<file path="src/rtl/mips_ctrl_pkg.sv">
// ============================================================================
// Module   : mips_ctrl_pkg
// Purpose  : Shared types and encodings for the multicycle MIPS main control
//            unit: FSM state enum, ALU operation class, opcode/funct values,
//            ALU control codes and datapath mux select encodings.
// Ports    : none (package)
// Options  : MIPS_CTRL_BNE_EN (consumed by mips_multicycle_controller)
// Revision : 1.0 - initial release
// ============================================================================
`default_nettype none

package mips_ctrl_pkg;

    // Controller FSM states
    typedef enum logic [3:0] {
        S_FETCH    = 4'd0,
        S_DECODE   = 4'd1,
        S_MEMADR   = 4'd2,
        S_MEMRD    = 4'd3,
        S_MEMWB    = 4'd4,
        S_MEMWR    = 4'd5,
        S_EXECUTE  = 4'd6,
        S_ALUWB    = 4'd7,
        S_BRANCH   = 4'd8,
        S_ADDIEXEC = 4'd9,
        S_ADDIWB   = 4'd10,
        S_JUMP     = 4'd11
    } state_t;

    // Class of ALU operation requested by the FSM. ADD is the all-zero
    // encoding so that states which do not use the ALU default to add.
    typedef enum logic [1:0] {
        ALU_OP_ADD   = 2'b00,
        ALU_OP_SUB   = 2'b01,
        ALU_OP_FUNCT = 2'b10
    } alu_op_t;

    // Opcodes (instr[31:26])
    localparam logic [5:0] OP_RTYPE = 6'b000000;
    localparam logic [5:0] OP_J     = 6'b000010;
    localparam logic [5:0] OP_BEQ   = 6'b000100;
    localparam logic [5:0] OP_BNE   = 6'b000101;
    localparam logic [5:0] OP_ADDI  = 6'b001000;
    localparam logic [5:0] OP_LW    = 6'b100011;
    localparam logic [5:0] OP_SW    = 6'b101011;

    // R-type funct field values (instr[5:0])
    localparam logic [5:0] FUNCT_ADD = 6'b100000;
    localparam logic [5:0] FUNCT_SUB = 6'b100010;
    localparam logic [5:0] FUNCT_AND = 6'b100100;
    localparam logic [5:0] FUNCT_OR  = 6'b100101;
    localparam logic [5:0] FUNCT_SLT = 6'b101010;

    // ALU control codes driven to the datapath ALU
    localparam logic [2:0] ALU_CTRL_AND = 3'b000;
    localparam logic [2:0] ALU_CTRL_OR  = 3'b001;
    localparam logic [2:0] ALU_CTRL_ADD = 3'b010;
    localparam logic [2:0] ALU_CTRL_SUB = 3'b110;
    localparam logic [2:0] ALU_CTRL_SLT = 3'b111;

    // ALU source B select
    localparam logic [1:0] SRC_B_REG    = 2'b00;
    localparam logic [1:0] SRC_B_FOUR   = 2'b01;
    localparam logic [1:0] SRC_B_IMM    = 2'b10;
    localparam logic [1:0] SRC_B_IMM_SH = 2'b11;

    // Next-PC source select
    localparam logic [1:0] PC_SRC_ALU    = 2'b00;
    localparam logic [1:0] PC_SRC_ALUOUT = 2'b01;
    localparam logic [1:0] PC_SRC_JUMP   = 2'b10;

endpackage : mips_ctrl_pkg

`default_nettype wire

</file>
<file path="src/rtl/alu_decoder.sv">
// ============================================================================
// Module   : alu_decoder
// Purpose  : Combinational translation of the FSM's ALU operation class and
//            the instruction funct field into the 3-bit ALU control code.
// Ports    : alu_op      in  ALU operation class (ADD / SUB / FUNCT)
//            funct       in  instr[5:0]
//            alu_control out ALU control code
// Revision : 1.0 - initial release
// ============================================================================
`default_nettype none

module alu_decoder
    import mips_ctrl_pkg::*;
(
    input  alu_op_t    alu_op,
    input  logic [5:0] funct,
    output logic [2:0] alu_control
);

    always_comb begin
        alu_control = ALU_CTRL_ADD;
        case (alu_op)
            ALU_OP_ADD: alu_control = ALU_CTRL_ADD;
            ALU_OP_SUB: alu_control = ALU_CTRL_SUB;
            ALU_OP_FUNCT: begin
                case (funct)
                    FUNCT_ADD: alu_control = ALU_CTRL_ADD;
                    FUNCT_SUB: alu_control = ALU_CTRL_SUB;
                    FUNCT_AND: alu_control = ALU_CTRL_AND;
                    FUNCT_OR:  alu_control = ALU_CTRL_OR;
                    FUNCT_SLT: alu_control = ALU_CTRL_SLT;
                    // Unsupported R-type functions fall back to add
                    default:   alu_control = ALU_CTRL_ADD;
                endcase
            end
            default: alu_control = ALU_CTRL_ADD;
        endcase
    end

endmodule : alu_decoder

`default_nettype wire

</file>
<file path="src/rtl/mips_multicycle_controller.sv">
// ============================================================================
// Module   : mips_multicycle_controller
// Purpose  : Main control unit of the multicycle MIPS core. A Moore FSM walks
//            each instruction through fetch / decode / execute / memory /
//            writeback and drives every datapath select, write enable and
//            ALU control code. Also counts retired instructions.
// Ports    : clk          in  clock, rising edge
//            reset_n      in  asynchronous active-low reset
//            opcode       in  instr[31:26]
//            funct        in  instr[5:0]
//            zero         in  ALU zero flag
//            pc_en        out PC enable = pc_write | (branch & taken)
//            ir_write     out instruction register enable
//            mem_write    out memory write enable
//            reg_write    out register file write enable
//            i_or_d       out memory address select (0 PC, 1 ALUOut)
//            reg_dst      out write register select (0 rt, 1 rd)
//            mem_to_reg   out writeback select (0 ALUOut, 1 Data)
//            alu_src_a    out ALU A select (0 PC, 1 A)
//            alu_src_b    out ALU B select (B / 4 / SignImm / SignImm<<2)
//            pc_src       out next-PC select (ALUResult / ALUOut / jump)
//            alu_control  out ALU control code
//            illegal_op   out one-cycle pulse in DECODE on unknown opcode
//            instr_count  out instructions retired since reset
// Options  : MIPS_CTRL_BNE_EN - when defined, bne (opcode 000101) is executed
//            through the BRANCH state with inverted zero sense; otherwise it
//            is treated as an illegal opcode.
// Revision : 1.0 - initial release
// ============================================================================
`default_nettype none

module mips_multicycle_controller
    import mips_ctrl_pkg::*;
#(
    parameter int COUNT_WIDTH = 32
) (
    input  logic                   clk,
    input  logic                   reset_n,
    input  logic [5:0]             opcode,
    input  logic [5:0]             funct,
    input  logic                   zero,
    output logic                   pc_en,
    output logic                   ir_write,
    output logic                   mem_write,
    output logic                   reg_write,
    output logic                   i_or_d,
    output logic                   reg_dst,
    output logic                   mem_to_reg,
    output logic                   alu_src_a,
    output logic [1:0]             alu_src_b,
    output logic [1:0]             pc_src,
    output logic [2:0]             alu_control,
    output logic                   illegal_op,
    output logic [COUNT_WIDTH-1:0] instr_count
);

    localparam logic [COUNT_WIDTH-1:0] COUNT_ONE = {{(COUNT_WIDTH-1){1'b0}}, 1'b1};

    state_t  state;
    state_t  next_state;
    alu_op_t alu_op;

    // Raw FSM decode of the write enables, before reset gating
    logic pc_write;
    logic branch;
    logic ir_write_fsm;
    logic mem_write_fsm;
    logic reg_write_fsm;
    logic illegal_fsm;
    logic branch_taken;
    logic retire;

    // ------------------------------------------------------------------
    // State register
    // ------------------------------------------------------------------
    always_ff @(posedge clk or negedge reset_n) begin
        if (!reset_n) begin
            state <= S_FETCH;
        end else begin
            state <= next_state;
        end
    end

    // ------------------------------------------------------------------
    // Next-state and Moore output decode
    // ------------------------------------------------------------------
    always_comb begin
        next_state    = state;
        pc_write      = 1'b0;
        branch        = 1'b0;
        ir_write_fsm  = 1'b0;
        mem_write_fsm = 1'b0;
        reg_write_fsm = 1'b0;
        illegal_fsm   = 1'b0;
        i_or_d        = 1'b0;
        reg_dst       = 1'b0;
        mem_to_reg    = 1'b0;
        alu_src_a     = 1'b0;
        alu_src_b     = SRC_B_REG;
        pc_src        = PC_SRC_ALU;
        alu_op        = ALU_OP_ADD;

        case (state)
            S_FETCH: begin
                ir_write_fsm = 1'b1;
                pc_write     = 1'b1;
                alu_src_b    = SRC_B_FOUR;
                alu_op       = ALU_OP_ADD;
                next_state   = S_DECODE;
            end
            S_DECODE: begin
                // Precompute the branch target while the opcode is decoded
                alu_src_b = SRC_B_IMM_SH;
                alu_op    = ALU_OP_ADD;
                case (opcode)
                    OP_LW, OP_SW: next_state = S_MEMADR;
                    OP_RTYPE:     next_state = S_EXECUTE;
                    OP_BEQ:       next_state = S_BRANCH;
                    OP_ADDI:      next_state = S_ADDIEXEC;
                    OP_J:         next_state = S_JUMP;
`ifdef MIPS_CTRL_BNE_EN
                    OP_BNE:       next_state = S_BRANCH;
`else
                    OP_BNE: begin
                        illegal_fsm = 1'b1;
                        next_state  = S_FETCH;
                    end
`endif
                    default: begin
                        illegal_fsm = 1'b1;
                        next_state  = S_FETCH;
                    end
                endcase
            end
            S_MEMADR: begin
                alu_src_a  = 1'b1;
                alu_src_b  = SRC_B_IMM;
                alu_op     = ALU_OP_ADD;
                // Only lw and sw reach this state; anything not lw is a store
                next_state = (opcode == OP_LW) ? S_MEMRD : S_MEMWR;
            end
            S_MEMRD: begin
                i_or_d     = 1'b1;
                next_state = S_MEMWB;
            end
            S_MEMWB: begin
                reg_write_fsm = 1'b1;
                mem_to_reg    = 1'b1;
                next_state    = S_FETCH;
            end
            S_MEMWR: begin
                i_or_d        = 1'b1;
                mem_write_fsm = 1'b1;
                next_state    = S_FETCH;
            end
            S_EXECUTE: begin
                alu_src_a  = 1'b1;
                alu_src_b  = SRC_B_REG;
                alu_op     = ALU_OP_FUNCT;
                next_state = S_ALUWB;
            end
            S_ALUWB: begin
                reg_write_fsm = 1'b1;
                reg_dst       = 1'b1;
                next_state    = S_FETCH;
            end
            S_BRANCH: begin
                alu_src_a  = 1'b1;
                alu_op     = ALU_OP_SUB;
                pc_src     = PC_SRC_ALUOUT;
                branch     = 1'b1;
                next_state = S_FETCH;
            end
            S_ADDIEXEC: begin
                alu_src_a  = 1'b1;
                alu_src_b  = SRC_B_IMM;
                alu_op     = ALU_OP_ADD;
                next_state = S_ADDIWB;
            end
            S_ADDIWB: begin
                reg_write_fsm = 1'b1;
                next_state    = S_FETCH;
            end
            S_JUMP: begin
                pc_src     = PC_SRC_JUMP;
                pc_write   = 1'b1;
                next_state = S_FETCH;
            end
            default: begin
                next_state = S_FETCH;
            end
        endcase
    end

    // ------------------------------------------------------------------
    // Branch sense
    // ------------------------------------------------------------------
`ifdef MIPS_CTRL_BNE_EN
    // Remembers whether the instruction now in BRANCH is a bne
    logic branch_ne;

    always_ff @(posedge clk or negedge reset_n) begin
        if (!reset_n) begin
            branch_ne <= 1'b0;
        end else if (state == S_DECODE) begin
            branch_ne <= (opcode == OP_BNE);
        end
    end

    assign branch_taken = branch_ne ? ~zero : zero;
`else
    assign branch_taken = zero;
`endif

    // ------------------------------------------------------------------
    // Write enables are held low for as long as reset is asserted; the
    // selects keep their FETCH values since the state is forced to FETCH.
    // ------------------------------------------------------------------
    assign pc_en      = reset_n & (pc_write | (branch & branch_taken));
    assign ir_write   = reset_n & ir_write_fsm;
    assign mem_write  = reset_n & mem_write_fsm;
    assign reg_write  = reset_n & reg_write_fsm;
    assign illegal_op = reset_n & illegal_fsm;

    // ------------------------------------------------------------------
    // ALU control decode
    // ------------------------------------------------------------------
    alu_decoder u_alu_decoder (
        .alu_op      (alu_op),
        .funct       (funct),
        .alu_control (alu_control)
    );

    // ------------------------------------------------------------------
    // Retired-instruction counter. Only terminal states retire; the
    // illegal DECODE->FETCH path is deliberately not counted.
    // ------------------------------------------------------------------
    always_comb begin
        retire = 1'b0;
        case (state)
            S_MEMWB, S_MEMWR, S_ALUWB, S_ADDIWB, S_BRANCH, S_JUMP: retire = 1'b1;
            default: retire = 1'b0;
        endcase
    end

    always_ff @(posedge clk or negedge reset_n) begin
        if (!reset_n) begin
            instr_count <= '0;
        end else if (retire) begin
            instr_count <= instr_count + COUNT_ONE;
        end
    end

endmodule : mips_multicycle_controller

`default_nettype wire

</file>
<file path="config.mk">
export PLATFORM = sky130hd
export DESIGN_NAME = mips_multicycle_controller
export DESIGN_NICKNAME = d
export VERILOG_FILES = /design/src/rtl/mips_ctrl_pkg.sv /design/src/rtl/alu_decoder.sv /design/src/rtl/mips_multicycle_controller.sv
export SDC_FILE = /design/constraint.sdc
export NUM_CORES = 1
export LEC_CHECK = 0
export BUFFER_PORTS_ARGS = -buffer_cell sky130_fd_sc_hd__clkbuf_2
export CAP_MARGIN = 10
export CORE_UTILIZATION = 45
export CTS_CLUSTER_DIAMETER = 120
export DETAILED_ROUTE_END_ITERATION = 6
export HOLD_SLACK_MARGIN = 0.02
export PLACE_DENSITY = 0.77
export SYNTH_ARGS = -nofsm -noshare
export SYNTH_HDL_FRONTEND = slang
export SYNTH_SLANG_ARGS = --single-unit
</file>
<file path="constraint.sdc">
create_clock -name clk -period 1.92 [get_ports clk]
set_input_delay 0.096 -clock clk [delete_from_list [all_inputs] [get_ports clk]]
set_output_delay 0.096 -clock clk [all_outputs]
set_load 0.02 [all_outputs]
</file>
Word-level counts from Yosys, hierarchy flattened
Cells that the tools add are included.
Storage, ports and cells
  output and inout bits: 48
  word-level logic and storage cells: 62
  input bits: 15
  flip-flop bits (word level): 36
Cells by class
  bitwise operators: 7
  reduce and logical (&&, ||, !) cells: 10
  add/subtract/negate cells: 1
  multiplexer cells: 20
  equality and inequality tests: 22
Operators with widths (count)
  6-bit equality test, second input constant: 6
  32-bit by 1-bit adder with 32-bit output, second input constant: 1
  4-bit case mux with 6 select lines: 1
  4-bit case mux with 5 select lines: 1
  4-bit by 3-bit equality test with 1-bit output, second input constant: 4
  4-bit equality test, second input constant: 4
  1-bit two-way mux: 12
  3-bit case mux with 4 select lines: 1
  6-bit OR reduction: 2
  4-bit by 2-bit equality test with 1-bit output, second input constant: 2
  2-bit case mux with 2 select lines: 2
  2-bit OR reduction: 4
  1-bit bitwise AND: 6
  6-bit by 2-bit equality test with 1-bit output, second input constant: 1
  6-bit by 3-bit equality test with 1-bit output, second input constant: 1
  6-bit by 4-bit equality test with 1-bit output, second input constant: 1
  6-bit logical NOT: 1
  2-bit case mux with 3 select lines: 1
  3-bit case mux with 2 select lines: 1
  4-bit by 1-bit equality test with 1-bit output, second input constant: 1
  4-bit logical NOT: 1
  4-bit OR reduction: 1
  3-bit two-way mux: 1
  3-bit OR reduction: 1
  3 further kinds: 3

Depth between registers and ports, before layout
Gate-level depths: netlist of the first run.
  depth in word-level cells: 5
  depth in mapped cells: 7
  mapped depth without buffers: 6

Cells and area by module
A second synthesis of the first run with hierarchy kept.
Second synthesis, totals
  cells, all modules: 202
  area, all modules: 2026.9 sq um
By module, submodules not included
  mips_multicycle_controller: sequential area each 900.9 sq um, instances 1, cells each 187, area an instance 1908.1 sq um
  alu_decoder: sequential area each 0.0 sq um, instances 1, cells each 15, area an instance 118.9 sq um

Worst setup path after synthesis of the first run
OpenSTA, ideal clock, no wires.
  path kind: register -> output
  start: register state[1]
  end: output alu_control[0]
  data arrival time: 1.779 ns
  path buffers: 1
  data required time: 1.824 ns
  path slack: 0.045 ns
  cell stages (with the launch flop): 5
  cell sequence: dfrtp_1 clkbuf_1 nor3b_1 ha_1 nor3b_1
On the way
  word-level cells in the longest chain between the ends: 4
  elaborated cells between the ends (all ways): 6
  those cells by class: eq/ne (4); mux (2)
RTL lines
  from (decl): line mips_multicycle_controller.sv:59  | state_t state;
  from (signal assigned): line mips_multicycle_controller.sv:80  | state <= next_state;
  4-bit equality test / 4-bit by 3-bit equality test with 1-bit output (equally long branches): line mips_multicycle_controller.sv:103  | case (state)
  2-bit case mux with 2 select lines *: line mips_multicycle_controller.sv:103
  2-bit equality test / 2-bit by 1-bit equality test with 1-bit output (equally long branches): line alu_decoder.sv:22  | case (alu_op)
  3-bit case mux with 2 select lines *: line alu_decoder.sv:22
  to (decl): line mips_multicycle_controller.sv:52  | output logic [2:0] alu_control,
Mark *: on every way between the ends. The rest lies on a longest branch, timed or not.

Worst setup path after layout of the first run
  start: register state[3]
  end: output alu_control[1]
The elaborated chain is that of the path after synthesis.

==> results of run 1 <==
where the power goes:
part	internal [W]	switching, W
Sequential	0.000812	0.0000572
Clock	0.000384	0.000270
Combinational	0.000248	0.000400
Total	0.00144	0.000727
cells in the mapped netlist, types with 2 or more instances:
library cell	number
dfrtp_1	36
nor2_1	20
nand2_1	19
xnor2_1	17
xor2_1	17
nand3_1	10
nor3_1	10
inv_1	9
a21oi_1	7
and3_1	7
nor3_2	6
nand4_1	5
nor2b_1	4
o21ai_0	4
and4_1	3
clkbuf_1	3
ha_1	3
nand2b_1	3
nor3b_1	3
nor4_1	3
buf_6	2
nand2b_4	2
nor4_2	2
final cells by class:
class	instances	area [sq um]	area share
Clock buffer	5	68.82	0.02576
Clock inverter	3	42.54	0.01593
Inverter	9	33.78	0.01265
Multi-Input combinational cell	161	1156	0.4328
Sequential cell	36	900.9	0.3372
Tap cell	52	65.06	0.02436
Timing Repair Buffer	73	404.1	0.1513
cells by family after synthesis:
kind of cell	share of synthesized area
buffers and inverters	0.03586
AOI/OAI and AO/OA	0.06098
xor gates and xnor gates	0.1423
adders and majority gates	0.01793
muxes	0.005379
DFF	0.4304
and+or+nand+nor	0.3072
state kept, by name, summed over array words and instances, names as in the netlist:
signal,flops
instr_count,32
state,4
worst min path at each step:
stage | startpoint | end | slack (ns) | cells after the start
floorplan | reset_n | instr_count[0] | -0.20 | 0
global placement | reset_n | state[2] | -0.06 | 1
detailed placement | reset_n | state[2] | -0.06 | 1
CTS | opcode[4] | state[3] | 0.14 | 4
global route | reset_n | state[3] | 0.20 | 2
finish | opcode[4] | state[3] | 0.14 | 4
metrics by stage:
| stage | cells | area [sq um] | power, W |
|---|---|---|---|
| after floorplan | 212 | 2093 | 0.001287 |
| after global routing | 339 | 2671 | 0.002306 |
| after CTS | 337 | 2635 | 0.002176 |
| after global placement | 327 | 2480 | 0.001488 |
| final | 339 | 2671 | 0.002171 |
| after detailed placement | 327 | 2480 | 0.001498 |
layer usage:
metal  routed length (um)  up-vias
met5                    0        -
met4                   51        0
met3                  216        6
met2                 2169       49
met1                 1988      791
li1                     -      875
worst max-delay path, delay by kind of cell, from the launching register on:
| family | cells | cell delay [ns] |
|---|---|---|
| AND/OR/NAND/NOR | 2 | 0.45 |
| flip-flops | 1 | 0.41 |
| AO/OA/AOI/OAI | 1 | 0.27 |
| buffers and inverters | 2 | 0.19 |
| adder cells (fa/ha/maj) | 1 | 0.17 |
repair_timing:
item	CTS	global route
pin swaps	2	3
hold buffers	1	0
setup endpoints to repair	3	3
resized for setup	4	10
gates cloned	0	0
hold endpoints to repair	36	0
setup buffers	1	2
==> metrics, run 1 <==
status finished, final reports clean; GRT met1 Usage 0.2407; Die X 70.21 um; Area Overhead vs Synth 27.61%; r2r endpoint instr_count[15]; I/O pin cnt 63; Final Max Tran Viols 0; hold crit path type in -> reg; clk buf depth 2; core box area roughly 4400 sq um; vias per cell between 5 and 6; Worst Setup Path Type reg -> out; Final min period about 1.9 ns; Arr. time, crit path 1.77 ns; Post-synth EDFFs 0; hold slack about 0.14 ns; most used routing layer met2; die area roughly 4900 sq um; CP peak stage delay approximately 0.41 ns; CP startpoint state[3]; Num CTS Buffers 5; ys flop type dfrtp_1; worst flop-to-flop path startpoint instr_count[3]; final setup violation count 0; Worst-Margin Slew 0.4222 ns; H-tree levels 2; Achievable Freq 0.5351 GHz; vias in the first global route 1678; crit path capture alu_control[1]; Final ANT Viol Nets 0; setup TNS 0 ns; via count approximately 1700; wire per inst about 13 um; die height ~70 um; Clock Latency Late Sink between 0.2 and 0.3 ns; commonest cells after routing, fill and taps aside clkbuf_2, dfrtp_1, nor2_1, nand2_1; HPWL after detailed placement roughly 3.3 mm; Max-cap violations 0; crit path capture type primary output; share of the synthesized area in the top cell type 0.4304; CP startpoint kind flop; Slowest cell on crit path dfrtp_1; FF+latch count, synth 36; worst slack at placement 0.2051 ns; leak pwr 1.330 nW; share of cells above drive strength 1 0.3693; diode count 0; Netlist cell types 40; gr usage total 0.1904; Final GP Congestion between 0.8 and 0.9; unrepaired setup endpoints after global routing true; Initial Utilization 0.4742; worst-path cell chain nand2b_4 -> nor3b_4 -> inv_2 -> ha_2 -> a211o_1 -> buf_6; Syn Nets 230; post-route clock period utilization 0.9733; clock sinks 36; Detailed Route Iter0 Violations 89; Clock Skew 0.006873 ns; Root Driver clkbuf_8; antenna violations before repair 0; final setup margin 0.05132 ns; # rows 24; Syn Inst Count between 200 and 250; Port Buffers 62; r2r setup slk 0.19 ns; fin nets ~300; final wirelength between 4 and 5 mm; Initial DRT Pass Iterations 4; Synth area leaders dfrtp_1, xnor2_1, xor2_1; first-pass GRT wire length 7.431 mm; Max IR drop VDD 390.2 uV; Clock Pin Slew Worst Setup and Hold Paths 0.07 ns; cells on worst reg2reg path 6; final hold vios 0; most common cell after layout, fill and taps aside clkbuf_2; synthesized area per cell ~10 sq um; synthesized area roughly 2100 sq um; DRC errors left 0; GRT overflow 0; Seq/Total Area, Yosys 0.4304; grt met2 use 0.3152; Crit Path Max Fanout 4; CP required about 1.8 ns; fin util 0.6052; Fillers roughly 400; asr flop ratio synth 1.000; GR Layer Usage met3 0.04762; largest net degree at the start of global routing 35; cell area power density between 800 and 900 nW/um^2; biggest area consumer among synthesized cells dfrtp_1; Ys Warns 0; CTS tree done; Rel. slew slack 0.7186
(Power assumes the default switching activity.)
==> run 2, diff against run 1 <==
--- a/config.mk
+++ b/config.mk
@@ -5,13 +5,14 @@
 export SDC_FILE = /design/constraint.sdc
 export NUM_CORES = 1
 export LEC_CHECK = 0
+export ABC_AREA = 1
 export BUFFER_PORTS_ARGS = -buffer_cell sky130_fd_sc_hd__clkbuf_2
 export CAP_MARGIN = 10
 export CORE_UTILIZATION = 45
 export CTS_CLUSTER_DIAMETER = 120
 export DETAILED_ROUTE_END_ITERATION = 6
 export HOLD_SLACK_MARGIN = 0.02
-export PLACE_DENSITY = 0.77
+export PLACE_DENSITY = 0.82
 export SYNTH_ARGS = -nofsm -noshare
 export SYNTH_HDL_FRONTEND = slang
 export SYNTH_SLANG_ARGS = --single-unit
==> metrics, run 2 <==
gr usage total 0.2165 (+0.02608); CP peak stage delay 0.44 ns (+0.03 ns); final hold vios 0 (unchanged); top-count cell post-synth nand2_1; Switching Power 0.0008377 W (+15%); hold crit path type in -> async; CP required 1.82 ns (about the same); worst flop-to-flop path startpoint instr_count[0]; ys flop type dfrtp_1; Slowest cell on crit path dfrtp_1; unrepaired setup endpoints after global routing true; largest net degree at the start of global routing 34 (-2.9%); Final GP Congestion 0.8772 (+4.2%); part of the power in combinational logic 0.338 (+0.039); commonest cells after routing, fill and taps aside nand2_1, clkbuf_2, nor2_1, inv_1, dfrtp_1; crit path capture type primary output; Seq pwr share 0.406 (+0.006); Syn Inst Count 353 (+67%); Final min period 1.914 ns (+0.04565 ns); most common cell after layout, fill and taps aside nand2_1; Syn Nets 371 (+61%); vias per cell 4.976 (-2.0%); Initial DRT Pass Iterations 5 (+1); Detailed Route Iter0 Violations 126 (+42%); final setup violation count 0 (unchanged); Achievable Freq 0.5224 GHz (-2.4%); vias in the first global route 2142 (+28%); via count 2503 (+45%); Post-synth EDFFs 0 (unchanged); Seq/Total Area, Yosys 0.3776 (-0.05281); Ys Warns 0 (unchanged); Clock Pin Slew Worst Setup and Hold Paths 0.07 ns (about the same); Design Area, Final 3029 sq um (+13%); most flop-heavy register instr_count; Arr. time, crit path 1.82 ns (+0.05 ns); # rows 26 (+8.3%); cell area power density 720.5 nW/um^2 (-11%); die area 5597 sq um (+14%); Placed Instance Area 2808 sq um (+13%); GRT overflow 0 (unchanged); Synth area leaders dfrtp_1, nand2_1, nor2_1; hold slack 0.1715 ns (+0.02652 ns); DRC errors left 0 (unchanged); r2r endpoint instr_count[22]; Max-cap violations 0 (unchanged); Worst-Margin Slew 0.4175 ns (-0.004707 ns); antenna violations before repair 0 (unchanged); wire per inst 11.97 um (-8.3%); fin nets 450 (+48%); Port Buffers 62 (unchanged); H-tree levels 2 (unchanged); cells on worst reg2reg path 10 (+4); synthesized area per cell 6.759 sq um (-32%); Root Driver clkbuf_8; Crit Path Max Fanout 5 (+1); Worst Setup Path Type reg -> out; core box area 5107 sq um (+16%); share of cells above drive strength 1 0.2702 (-0.09913); clk buf depth 2 (unchanged); CTS tree done; Initial Utilization 0.4672 (-0.007033); Netlist cell types 28 (-30%); asr flop ratio synth 1.000 (unchanged); Power, Total 0.002182 W (+0.51%); diode count 0 (unchanged); leak pwr 1.516 nW (+14%); P_int 0.001345 W (-6.9%); FF+latch count, synth 36 (unchanged); synthesized area 2386 sq um (+14%); CP startpoint kind flop; Switching Share 0.3838 (+0.04900); Num CTS Buffers 5 (unchanged); final wirelength 6.022 mm (+36%); worst-path cell chain buf_4 -> nor2_1 -> inv_1 -> nor2_2 -> inv_1 -> nor2_1 -> clkbuf_2; die height 74.82 um (+6.6%); clock sinks 36 (unchanged); Largest register FFs 32 (unchanged); HPWL after detailed placement 4.380 mm (+32%); Clk pwr share 0.256 (-0.045); Die X 74.82 um (+6.6%); post-route clock period utilization 0.9970 (+0.02377); Max IR drop VDD 513.7 uV (+32%); Clock Latency Late Sink 0.29 ns (about the same); Clock Skew 0.004359 ns (-0.002514 ns); top cells by count, synth nand2_1, nor2_1, inv_1, dfrtp_1, nand3_1; I/O pin cnt 63 (unchanged); Largest regs instr_count: 32 flops, state: 4 flops; status finished, final reports clean; share of the synthesized area in the top cell type 0.3776 (-0.05281); Final ANT Viol Nets 0 (unchanged); Rel. slew slack 0.7217 (+0.003138); first-pass GRT wire length 9.218 mm (+24%); Final Max Tran Viols 0 (unchanged); biggest area consumer among synthesized cells dfrtp_1; Area Overhead vs Synth 26.95%; r2r setup slk 0.20 ns (about the same)
==> run 2: cell count changes after synthesis, sizes merged, moves of 9 or more <==
cell   delta
inv      +37
nor2     +50
nand3    +12
nand2    +99
nor3     -10
xor2      -9
==> run 2: power groups by stage <==
stage	clock, W	sequential [W]	combinational, W
6_report	0.000559	0.000886	0.000737
5_1_grt	0.000601	0.000899	0.000799
3_3_place_gp	0	0.000887	0.000637
2_1_floorplan	0	0.000931	0.000401
4_1_cts	0.000571	0.000879	0.000705
3_5_place_dp	0	0.000890	0.000648
==> run 2: worst max path at each step <==
stage	startpoint	end	slack, ns	cells past startpoint
after global routing	state[2]	illegal_op	-0.08	7
after floorplan	state[0]	alu_control[2]	0.002	8
after detailed placement	state[1]	alu_control[2]	0.09	9
final	state[2]	illegal_op	0.006	7
after global placement	state[1]	alu_control[2]	0.14	9
after CTS	state[3]	alu_control[2]	-0.01	10
==> run 2: cells by family after synthesis <==
family	Yosys count	share of synthesized area
simple gates	229	0.4132
compound gates	17	0.03985
fa+ha+maj	3	0.01573
buf+inv	49	0.08390
xor+xnor	19	0.06974
flops	36	0.3776
==> run 2: metrics by stage <==
step / instances / utilization / worst slack, ns / TNS [ns]
2_1_floorplan: 353 / - / 0.001777 / 0
3_3_place_gp: 486 / 0.5497 / 0.1362 / 0
3_5_place_dp: 486 / 0.5497 / 0.08764 / 0
4_1_cts: 502 / 0.5872 / -0.01172 / -0.01172
5_1_grt: 503 / 0.5931 / -0.08224 / -0.1942
6_report: 503 / 0.5931 / 0.005675 / 0
==> run 2: cell type report <==
cell class                      instances  area (sq um)
Tap cell                               70         87.58
Inverter                               46         177.7
Clock buffer                            8         90.09
Fill cell                             453          2078
Timing Repair Buffer                   75         412.9
Sequential cell                        36         902.1
Multi-Input combinational cell        268          1359
==> run 2: critical path: cells and delay by family, from the launching register on <==
family,cells,cell delay [ns]
buf+inv,4,0.60
flops,1,0.44
simple gates,3,0.50
==> run 2: timing repair <==
action                                  in CTS  in global routing
buffers inserted                             7                  1
hold buffers                                 1                  0
endpoints found under the setup margin       2                  3
gates resized for setup                     14                  8
hold endpoints to repair                    36                  0
pin swaps                                    3                  1
gates cloned                                 0                  0
==> run 2: routing by layer <==
| metal | share of wire | routed length [um] | GRT usage |
|---|---|---|---|
| met5 | 0 | 0 | 0 |
| met4 | 0.016 | 94 | 0.07547 |
| met3 | 0.046 | 277 | 0.03882 |
| met2 | 0.49 | 2954 | 0.3724 |
| met1 | 0.45 | 2696 | 0.2740 |
==> run 3, diff against run 2 <==
--- a/config.mk
+++ b/config.mk
@@ -13,6 +13,7 @@
 export DETAILED_ROUTE_END_ITERATION = 6
 export HOLD_SLACK_MARGIN = 0.02
 export PLACE_DENSITY = 0.82
+export RECOVER_POWER = 50
 export SYNTH_ARGS = -nofsm -noshare
 export SYNTH_HDL_FRONTEND = slang
 export SYNTH_SLANG_ARGS = --single-unit
==> constraint.sdc (replaced) <==
create_clock -name clk -period 2.3 [get_ports clk]
set_input_delay 0.115 -clock clk [delete_from_list [all_inputs] [get_ports clk]]
set_output_delay 0.115 -clock clk [all_outputs]
set_load 0.02 [all_outputs]
==> metrics, run 3 (synthesis gave the netlist of run 2 again) <==
Top Layer Used met4; Initial DRT Pass Iterations 6 (+1); setup TNS 0 ns (unchanged); leak pwr 1.341 nW (-12%); HP Start opcode[0]; Detailed Route Iter0 Violations 194 (+54%); via count 2444 (-2.4%); violated checks design-rule violations; M1 wire length 2.595 mm (-3.7%); CTS tree done; Slowest cell on crit path dfrtp_2; Max IR drop VDD 329.7 uV (-36%); worst flop-to-flop path startpoint instr_count[0]; Design Area, Final 2878 sq um (-5.0%); Clock Latency Late Sink 0.29 ns (about the same); Arr. time, crit path 2.00 ns (+0.18 ns); diode count 0 (unchanged); HPWL after detailed placement 4.311 mm (-1.6%); Placed Instance Area 2771 sq um (-1.3%); Port Buffers 62 (unchanged); Rel. slew slack 0.4426 (-0.2791); worst slack at placement 0.3149 ns (+0.2272 ns); DRC errors left 1 (+1); Worst Setup Path Type reg -> out; Root Driver clkbuf_8; # rows 26 (unchanged); die area 5597 sq um (unchanged); final setup margin 0.1854 ns (+0.1797 ns); commonest cells after routing, fill and taps aside nand2_1, nor2_1, inv_1, clkbuf_2, dfrtp_1; final setup violation count 0 (unchanged); gr usage total 0.2165 (about the same); Largest regs instr_count: 32 flops, state: 4 flops; hold slack 0.2150 ns (+0.04355 ns); Die X 74.82 um (unchanged); cells on worst reg2reg path 8 (-2); wire per inst 11.52 um (-3.8%); clock sinks 36 (unchanged); met2 routed WL 2.691 mm (-8.9%); antenna violations before repair 0 (unchanged); Final ANT Viol Nets 0 (unchanged); Largest register FFs 32 (unchanged); CP peak stage delay 0.44 ns (about the same); most common cell after layout, fill and taps aside nand2_1; crit path capture type primary output; H-tree levels 2 (unchanged); share of cells above drive strength 1 0.1820 (-0.08817); Final Max Tran Viols 0 (unchanged); Final min period ~2.1 ns; most flop-heavy register instr_count; GRT overflow 0 (unchanged); Clock Pin Slew Worst Setup and Hold Paths 0.06 ns (about the same); Hold Crit Depth 4; largest net degree at the start of global routing 34 (unchanged); worst-path cell chain nor2_4 -> inv_2 -> nor2_4 -> inv_1 -> ha_1 -> inv_1 -> nand2_1 -> o41ai_2 -> buf_2; status finished with violations; Worst Hold Endpoint state[2]; core box area 5107 sq um (unchanged); final hold vios 0 (unchanged); r2r setup slk 0.54 ns (+0.34 ns); clk buf depth 2 (unchanged); vias in the first global route 2185 (+2.0%); Clock Skew 0.006983 ns (+0.002624 ns); cell area power density 615.2 nW/um^2 (-15%); CP required 2.18 ns (+0.36 ns); Crit Path Max Fanout 4 (-1); vias per cell 4.957 (-0.38%); Num CTS Buffers 5 (unchanged); Initial Utilization 0.4672 (unchanged); I/O pin cnt 63 (unchanged); Achievable Freq approximately 0.47 GHz; Area Overhead vs Synth 20.61%; r2r endpoint instr_count[26]; Worst-Margin Slew 0.8361 ns (+0.4186 ns); fin nets 441 (-2.0%); first-pass GRT wire length 9.266 mm (+0.52%); wire length on met3 257 um (-7.2%); Power, Total 0.001770 W (-19%); CP startpoint kind flop; final wirelength 5.678 mm (-5.7%); Final GP Congestion 0.8823 (+0.58%); die height 74.82 um (unchanged); hold crit path type in -> reg; post-route clock period utilization 0.9194; Max-cap violations 0 (unchanged)
run 3: cell types whose count changed in the layout (fill, tap and decap cells not counted), sizes merged:
cell  delta
buf     -10
run 3: per-stage QoR:
stage | std cells | util
after global routing | 493 | 0.5634
final | 493 | 0.5634
after CTS | 491 | 0.5639
after global placement | 483 | 0.5426
after floorplan | 353 | -
after detailed placement | 483 | 0.5426
run 3: metal layers:
layer,vias to the layer above,GRT usage
met5,-,0
met4,0,0.08386
met3,13,0.04284
met2,72,0.3674
met1,1128,0.2720
li1,1231,-
run 3: how the worst max path moves through the flow:
| stage | depth (start not counted) | to | start | slack (ns) |
|---|---|---|---|---|
| floorplan | 8 | alu_control[2] | state[0] | 0.14 |
| global placement | 9 | alu_control[2] | state[0] | 0.39 |
| detailed placement | 9 | alu_control[2] | state[2] | 0.31 |
| CTS | 9 | alu_control[2] | state[0] | 0.06 |
| global route | 9 | alu_control[2] | state[0] | -0.02 |
| finish | 9 | alu_control[2] | state[2] | 0.19 |
run 3: timing repair:
action	4_1_cts	5_1_grt
endpoints found under the hold margin	36	0
hold buffers	1	0
pin swaps	0	1
setup endpoints to repair	1	2
buffers inserted	0	2
gates resized for setup	1	8
run 3: final cells by class:
type / count / area, sq um
Clock buffer: 7 / 96.34
Inverter: 46 / 172.7
Tap cell: 70 / 87.58
Sequential cell: 36 / 904.6
Multi-Input combinational cell: 268 / 1308
Timing Repair Buffer: 66 / 309.0
Fill cell: 518 / 2230
run 3: power by group:
group          internal [W]  leakage [nW]  total (W)  switching (W)
Sequential         0.000681         0.492   0.000748      0.0000668
Clock              0.000267        0.0503   0.000488       0.000222
Combinational      0.000158         0.798   0.000534       0.000376
run 3: critical path, delay by kind of cell (launching register included):
family                     cells  cell delay, ns
and+or+nand+nor                3            0.36
AOI/OAI and AO/OA              1            0.18
adders and majority gates      1            0.30
buffers and inverters          4            0.41
DFF                            1            0.44
